File: src/rtl/sweep_sequencer.sv
// sweep_sequencer
// Receives a three-word sweep configuration over the UART word interface:
// start period, stop period, and dwell in ms. It then drives the square-wave
// generator through every period from start to stop. Each value is held for
// the dwell time. A sweep is stepped by STEP, and the last step is clamped
// so that it lands exactly on the stop period.
//
// Ports
//   clk_12mhz_int    in   1   system clock (12 MHz)
//   M_RESET_B        in   1   asynchronous active-low reset
//   uart_data_bus    in  16   received word, valid while uart_data_valid is high
//   uart_data_valid  in   1   level, high for >= 1 cycle per received frame
//   wave_period      out 16   division factor T to the generator
//   wave_enable      out  1   generator/PLL enable
//   step_strobe      out  1   1-cycle pulse when a new wave_period is applied in RUN
//   sweep_active     out  1   high while sweeping
//   sweep_done       out  1   high once a non-looping sweep has finished
//
// state       | meaning
// ------------+------------------------------------------------------------
// S_IDLE      | waiting for the start-period word
// S_GET_STOP  | start captured, waiting for stop word (times out to IDLE)
// S_GET_DWELL | stop captured, waiting for dwell word (times out to IDLE)
// S_RUN       | generator enabled, stepping period once per dwell
// S_DONE      | sweep finished, generator off, a new word restarts config

module sweep_sequencer #(
    parameter int unsigned CLKS_PER_MS    = 12000,
    parameter logic [15:0] STEP           = 16'd1,
    parameter bit          LOOP           = 1'b0,
    parameter int unsigned CFG_TIMEOUT_MS = 1000
) (
    input  logic        clk_12mhz_int,
    input  logic        M_RESET_B,
    input  logic [15:0] uart_data_bus,
    input  logic        uart_data_valid,
    output logic [15:0] wave_period,
    output logic        wave_enable,
    output logic        step_strobe,
    output logic        sweep_active,
    output logic        sweep_done
);

    localparam int PRE_W = (CLKS_PER_MS > 1) ? $clog2(CLKS_PER_MS) : 1;
    localparam logic [PRE_W-1:0] PRE_RELOAD = PRE_W'(CLKS_PER_MS - 1);
    localparam logic [15:0]      CFG_TO_M1  = 16'(CFG_TIMEOUT_MS - 1);

    typedef enum logic [2:0] {
        S_IDLE,
        S_GET_STOP,
        S_GET_DWELL,
        S_RUN,
        S_DONE
    } state_t;

    state_t           state;
    logic             valid_q;
    logic             armed;
    logic [15:0]      start_t;
    logic [15:0]      stop_t;
    logic [15:0]      dwell;
    logic [PRE_W-1:0] pre_cnt;
    logic [15:0]      ms_left;

    logic             rise;
    logic             ms_tick;
    logic             dir_up;
    logic [15:0]      dwell_in;
    logic [16:0]      gap;
    logic [15:0]      next_period;

    // armed stays low after reset until the valid line has been seen low.
    // Without it, a level that is already high at reset release would be
    // taken as a fresh frame.
    always_comb begin
        rise     = uart_data_valid & ~valid_q & armed;
        ms_tick  = (pre_cnt == '0);
        dir_up   = (stop_t > start_t);
        dwell_in = (uart_data_bus == 16'd0) ? 16'd1 : uart_data_bus;
    end

    // Distance to stop is measured in 17 bits. When it is smaller than STEP,
    // the next value is clamped to stop. Otherwise the +/-STEP result cannot
    // wrap, because stop lies between the current value and 0/0xFFFF.
    always_comb begin
        gap         = 17'd0;
        next_period = stop_t;
        if (dir_up) begin
            gap = {1'b0, stop_t} - {1'b0, wave_period};
        end else begin
            gap = {1'b0, wave_period} - {1'b0, stop_t};
        end
        if (gap < {1'b0, STEP}) begin
            next_period = stop_t;
        end else if (dir_up) begin
            next_period = wave_period + STEP;
        end else begin
            next_period = wave_period - STEP;
        end
    end

    always_ff @(posedge clk_12mhz_int or negedge M_RESET_B) begin
        if (!M_RESET_B) begin
            state        <= S_IDLE;
            valid_q      <= 1'b0;
            armed        <= 1'b0;
            start_t      <= 16'd0;
            stop_t       <= 16'd0;
            dwell        <= 16'd0;
            pre_cnt      <= '0;
            ms_left      <= 16'd0;
            wave_period  <= 16'd0;
            wave_enable  <= 1'b0;
            step_strobe  <= 1'b0;
            sweep_active <= 1'b0;
            sweep_done   <= 1'b0;
        end else begin
            valid_q     <= uart_data_valid;
            armed       <= armed | ~uart_data_valid;
            step_strobe <= 1'b0;

            // Free-running ms prescaler. State entries below reload it
            // together with the ms down-counter.
            if (ms_tick) begin
                pre_cnt <= PRE_RELOAD;
            end else begin
                pre_cnt <= pre_cnt - PRE_W'(1);
            end
            if (ms_tick && (ms_left != 16'd0)) begin
                ms_left <= ms_left - 16'd1;
            end

            case (state)
                S_IDLE: begin
                    if (rise) begin
                        start_t <= uart_data_bus;
                        pre_cnt <= PRE_RELOAD;
                        ms_left <= CFG_TO_M1;
                        state   <= S_GET_STOP;
                    end
                end

                S_GET_STOP: begin
                    if (rise) begin
                        stop_t  <= uart_data_bus;
                        pre_cnt <= PRE_RELOAD;
                        ms_left <= CFG_TO_M1;
                        state   <= S_GET_DWELL;
                    end else if (ms_tick && (ms_left == 16'd0)) begin
                        state <= S_IDLE;
                    end
                end

                S_GET_DWELL: begin
                    if (rise) begin
                        dwell        <= dwell_in;
                        pre_cnt      <= PRE_RELOAD;
                        ms_left      <= dwell_in - 16'd1;
                        wave_period  <= start_t;
                        wave_enable  <= 1'b1;
                        step_strobe  <= 1'b1;
                        sweep_active <= 1'b1;
                        state        <= S_RUN;
                    end else if (ms_tick && (ms_left == 16'd0)) begin
                        state <= S_IDLE;
                    end
                end

                S_RUN: begin
                    // An abort takes priority over a dwell expiry in the same cycle.
                    if (rise) begin
                        wave_enable  <= 1'b0;
                        sweep_active <= 1'b0;
                        state        <= S_IDLE;
                    end else if (ms_tick && (ms_left == 16'd0)) begin
                        if (wave_period != stop_t) begin
                            wave_period <= next_period;
                            step_strobe <= 1'b1;
                            pre_cnt     <= PRE_RELOAD;
                            ms_left     <= dwell - 16'd1;
                        end else if (LOOP) begin
                            wave_period <= start_t;
                            step_strobe <= 1'b1;
                            pre_cnt     <= PRE_RELOAD;
                            ms_left     <= dwell - 16'd1;
                        end else begin
                            wave_enable  <= 1'b0;
                            sweep_active <= 1'b0;
                            sweep_done   <= 1'b1;
                            state        <= S_DONE;
                        end
                    end
                end

                S_DONE: begin
                    if (rise) begin
                        start_t    <= uart_data_bus;
                        sweep_done <= 1'b0;
                        pre_cnt    <= PRE_RELOAD;
                        ms_left    <= CFG_TO_M1;
                        state      <= S_GET_STOP;
                    end
                end

                default: begin
                    state <= S_IDLE;
                end
            endcase
        end
    end

endmodule

File: config.mk
export PLATFORM = sky130hd
export DESIGN_NAME = sweep_sequencer
export DESIGN_NICKNAME = d
export VERILOG_FILES = /design/src/rtl/sweep_sequencer.sv
export SDC_FILE = /design/constraint.sdc
export NUM_CORES = 1
export LEC_CHECK = 0
export CORE_ASPECT_RATIO = 0.75
export CORE_UTILIZATION = 55
export DETAILED_ROUTE_END_ITERATION = 6
export MAX_ROUTING_LAYER = met4
export PLACE_DENSITY_LB_ADDON = 0.25
export SYNTH_ARGS = -nofsm -noshare
export SYNTH_HDL_FRONTEND = slang
export SYNTH_SLANG_ARGS = --single-unit
File: constraint.sdc
create_clock -name clk_12mhz_int -period 4.65 [get_ports clk_12mhz_int]
set_clock_uncertainty 0.15 [all_clocks]
set_input_delay 0.465 -clock clk_12mhz_int [delete_from_list [all_inputs] [get_ports clk_12mhz_int]]
set_output_delay 0.465 -clock clk_12mhz_int [all_outputs]
set_load 0.01 [all_outputs]
==> run metrics <==
Sink Count=102; Crit Reg-Reg Startpoint=stop_t[14]; GRT Overall Usage=0.314; Chip Height=approximately 110 um; count of yosys warnings during synthesis=0; family with the most delay on the worst path=compound AO/OA/AOI/OAI gates; register area=2550 um^2; stages on the worst setup path=17; horizontal die dimension=about 140 um; mux share of post-synthesis cell area=0.0673; longest individual stage delay on the worst path=roughly 460 ps; fraction of the yosys area taken by sequential cells=0.305; quantity of I/O buffers inserted on ports=38; number of distinct library cells after synthesis=73; global-route wire length before repair=36.9 mm; Max Fclk=222 MHz; outcome=completed; placer congestion estimate=roughly 0.95; insertion delay of the later-clocked pin in the worst-skew pair=about 350 ps; Clock transition at path regs=70 ps; Least-Margin Pin Slew=around 980 ps; maximum number of pins on one net before global-route repair=66; number of nets in the final layout=1102; Hold/Removal Path Class=input pin to asynchronous set/reset pin; remaining design rule violation count=0; Setup crit start=stop_t[14]; number of enable-type register cells in the synthesized netlist=0; CP Data Arrival Time=4600 ps; area of the die=around 16000 um^2; number of buffers inserted for hold repair after clock tree synthesis=0; flip-flop and latch count after synthesis=about 100; required time of the critical path=roughly 4700 ps; antenna diode instance count=0; vias in the first global route=about 7000; IO Pins=39; parity-gate share of the synthesized area counting xor and xnor cells=0.0691; most numerous cell on the critical path=sky130_fd_sc_hd__a21oi_1; Max stage delay cell, worst path=sky130_fd_sc_hd__o41a_1; part of the cycle the worst path needs=0.971; DPL Wire Length=approximately 17 mm; depth of the CTS H-tree=3; total length of routed wires=approximately 23 mm; path type of the worst setup path=register to register; floorplan row count=38; Post-CTS Repair Setup Buffers=0; total count of max-transition violations in the final report=0; GRT Residual Overflow=0; footprint of the multi-input gates=approximately 5400 um^2; final-report setup violation count=0; max-cap check violation count=0; critical path peak fanout=18; leading register cell type out of synthesis=sky130_fd_sc_hd__dfrtp_1; via count of the routed design=about 7600; Vias per Instance=about 6.3; antenna violations before repair=0; core region area=14600 um^2; count of endpoints failing hold in the final timing report=0; min Tclk post-route=~4500 ps; adder-cell share of the synthesized area=0.110; fillers=1305; CP Cell Sequence=ha_1 > nand4_1 > nand2b_1 > a211o_1 > o211a_1 > or2_2 > buf_4 > ha_1 > o21ai_1 > a21oi_1 > o41a_1 > a41oi_2 > a21oi_1 > o21a_1 > or3_1 > nand3_1 > a21oi_1; Async SR Flop Fraction=1.00; proportion of layout cells with a drive suffix above 1=0.0778; number of iterations in the first detailed-routing pass=5; RSZ-0062 raised after global routing=no; CP Launch Type=register; Post-CTS Resized=0; TritonCTS clock tree=built; antenna violation net count after detailed routing=0; Post-Syn Instances=993; clock root buffer master=sky130_fd_sc_hd__clkbuf_16; path depth of the worst reg2reg path=17; buffers from clock root to sink, at most=2; netlist area before placement=about 8400 um^2; post-synthesis average cell area=8.43 um^2; wire per inst=approximately 19 um; growth of design area from synthesis to finish=10.3%; synthesized-area fraction occupied by ao, oa, aoi and oai cells=0.184; type of destination of the critical path=register; combinational family with the most area after synthesis=simple AND/OR/NAND/NOR gates; max_slew headroom=0.343; Post-Syn Nets=about 1100; TritonCTS buffer count=9; setup total negative slack=0 ps; number of DRC markers after the initial detailed-route iteration=roughly 810; Initial Util=0.572; tightest hold margin=just over 40 ps; number of buffers and inverters on the critical path=1; post-synthesis share of cell area spent on and, or, nand and nor gates=0.209
[per-stage QoR]
stage / cell area [um^2] / util / cells / worst slack, ps
floorplan: 8370 / - / 993 / 259
global placement: 8910 / 0.608 / 1200 / 225
detailed placement: 8910 / 0.608 / 1200 / 118
CTS: 9220 / 0.629 / 1216 / 99.4
global route: 9230 / 0.630 / 1216 / 11.4
finish: 9230 / 0.630 / 1216 / 136
[cell usage in the layout, fill, tap and decap left out, types with 4 or more instances in the layout]
cell type / Yosys / final
sky130_fd_sc_hd__o31ai_1: 8 / 8
sky130_fd_sc_hd__o211ai_1: 4 / 4
sky130_fd_sc_hd__clkdlybuf4s50_1: 0 / 37
sky130_fd_sc_hd__and4_1: 5 / 5
sky130_fd_sc_hd__a221o_1: 4 / 4
sky130_fd_sc_hd__nor2_1: 57 / 57
sky130_fd_sc_hd__nand4_1: 14 / 14
sky130_fd_sc_hd__buf_4: 4 / 15
sky130_fd_sc_hd__or4_1: 7 / 7
sky130_fd_sc_hd__nand2_1: 118 / 118
sky130_fd_sc_hd__clkbuf_16: 0 / 9
sky130_fd_sc_hd__a21oi_1: 65 / 64
sky130_fd_sc_hd__xnor2_1: 43 / 43
sky130_fd_sc_hd__nor3_1: 34 / 34
sky130_fd_sc_hd__and3_1: 6 / 6
sky130_fd_sc_hd__a21o_1: 15 / 15
sky130_fd_sc_hd__o21a_1: 7 / 7
sky130_fd_sc_hd__nor4_1: 13 / 13
sky130_fd_sc_hd__xor2_1: 23 / 23
sky130_fd_sc_hd__inv_1: 68 / 68
sky130_fd_sc_hd__mux2_2: 30 / 30
sky130_fd_sc_hd__nor2b_1: 11 / 11
sky130_fd_sc_hd__mux2i_1: 21 / 21
sky130_fd_sc_hd__o22ai_1: 8 / 8
sky130_fd_sc_hd__o221ai_1: 22 / 22
sky130_fd_sc_hd__ha_1: 69 / 69
sky130_fd_sc_hd__and2_1: 7 / 7
sky130_fd_sc_hd__nand3b_1: 7 / 7
sky130_fd_sc_hd__nand2b_1: 18 / 18
sky130_fd_sc_hd__o21ai_0: 48 / 47
sky130_fd_sc_hd__or3_1: 10 / 10
sky130_fd_sc_hd__a22oi_1: 5 / 5
sky130_fd_sc_hd__dfrtp_1: 102 / 102
sky130_fd_sc_hd__a31oi_1: 7 / 7
sky130_fd_sc_hd__nand3_1: 35 / 35
[worst reg2reg max path: stages, from the launching register on]
cell	delay [ps]
sky130_fd_sc_hd__dfrtp_1	420
sky130_fd_sc_hd__ha_1	330
sky130_fd_sc_hd__nand4_1	190
sky130_fd_sc_hd__nand2b_1	230
sky130_fd_sc_hd__a211o_1	280
sky130_fd_sc_hd__o211a_1	120
sky130_fd_sc_hd__or2_2	340
sky130_fd_sc_hd__buf_4	230
sky130_fd_sc_hd__ha_1	340
sky130_fd_sc_hd__o21ai_1	120
sky130_fd_sc_hd__a21oi_1	120
sky130_fd_sc_hd__o41a_1	460
sky130_fd_sc_hd__a41oi_2	270
sky130_fd_sc_hd__a21oi_1	130
sky130_fd_sc_hd__o21a_1	190
sky130_fd_sc_hd__or3_1	300
sky130_fd_sc_hd__nand3_1	100
sky130_fd_sc_hd__a21oi_1	70
[per-layer routing]
| metal | GRT usage | up-vias | part of all wire |
|---|---|---|---|
| li1 | - | 3613 | - |
| met1 | 0.468 | 3654 | 0.48 |
| met2 | 0.434 | 348 | 0.41 |
| met3 | 0.0707 | 20 | 0.10 |
| met4 | 0.0534 | 0 | 0.0087 |
| met5 | - | - | 0 |
[area by class of cell]
class                      count  share of cell area
tap                          200              0.0271
multi-input combinational    776               0.583
timing repair buffer          52              0.0523
inverter                      70              0.0285
clock buffer                  10              0.0248
sequential                   102               0.276
clock inverter                 6             0.00827
[cells by family after synthesis]
group | Yosys count
buf+inv | 115
flops | 102
mux | 52
xor+xnor | 66
simple gates | 355
compound gates | 231
fa+ha+maj | 72
[Yosys cell counts (21+ instances only)]
library cell               instances  area, um^2
sky130_fd_sc_hd__o221ai_1         22         193
sky130_fd_sc_hd__xnor2_1          43         377
sky130_fd_sc_hd__clkbuf_1         32         120
sky130_fd_sc_hd__nand2_1         118         443
sky130_fd_sc_hd__xor2_1           23         201
sky130_fd_sc_hd__ha_1             69         863
sky130_fd_sc_hd__nor3_1           34         170
sky130_fd_sc_hd__nand3_1          35         175
sky130_fd_sc_hd__mux2_2           30         338
sky130_fd_sc_hd__nor2_1           57         214
sky130_fd_sc_hd__a21oi_1          65         325
sky130_fd_sc_hd__inv_1            68         255
sky130_fd_sc_hd__dfrtp_1         102        2550
sky130_fd_sc_hd__mux2i_1          21         210
sky130_fd_sc_hd__o21ai_0          48         240
[sequential cells by signal (all words and copies together), names as in the netlist]
name and cells:
dwell 16, ms_left 16, start_t 16, stop_t 16, wave_period 16, pre_cnt 14, state 3, armed 1
step_strobe 1, sweep_active 1, sweep_done 1, valid_q 1
[worst paths after layout]
check                              endpoint  slack [ps]
setup / recovery            wave_period[14]         140
hold / removal              wave_period[14]          40
setup reg to reg            wave_period[14]         140
hold reg to reg                  pre_cnt[0]         310
max in group asynchronous        ms_left[2]        3300
min in group clk_12mhz_int       pre_cnt[0]         310
Power is left out: the tool's default activity adds up to more than one toggle a clock period on the data nets, which glitch-free logic cannot reach.
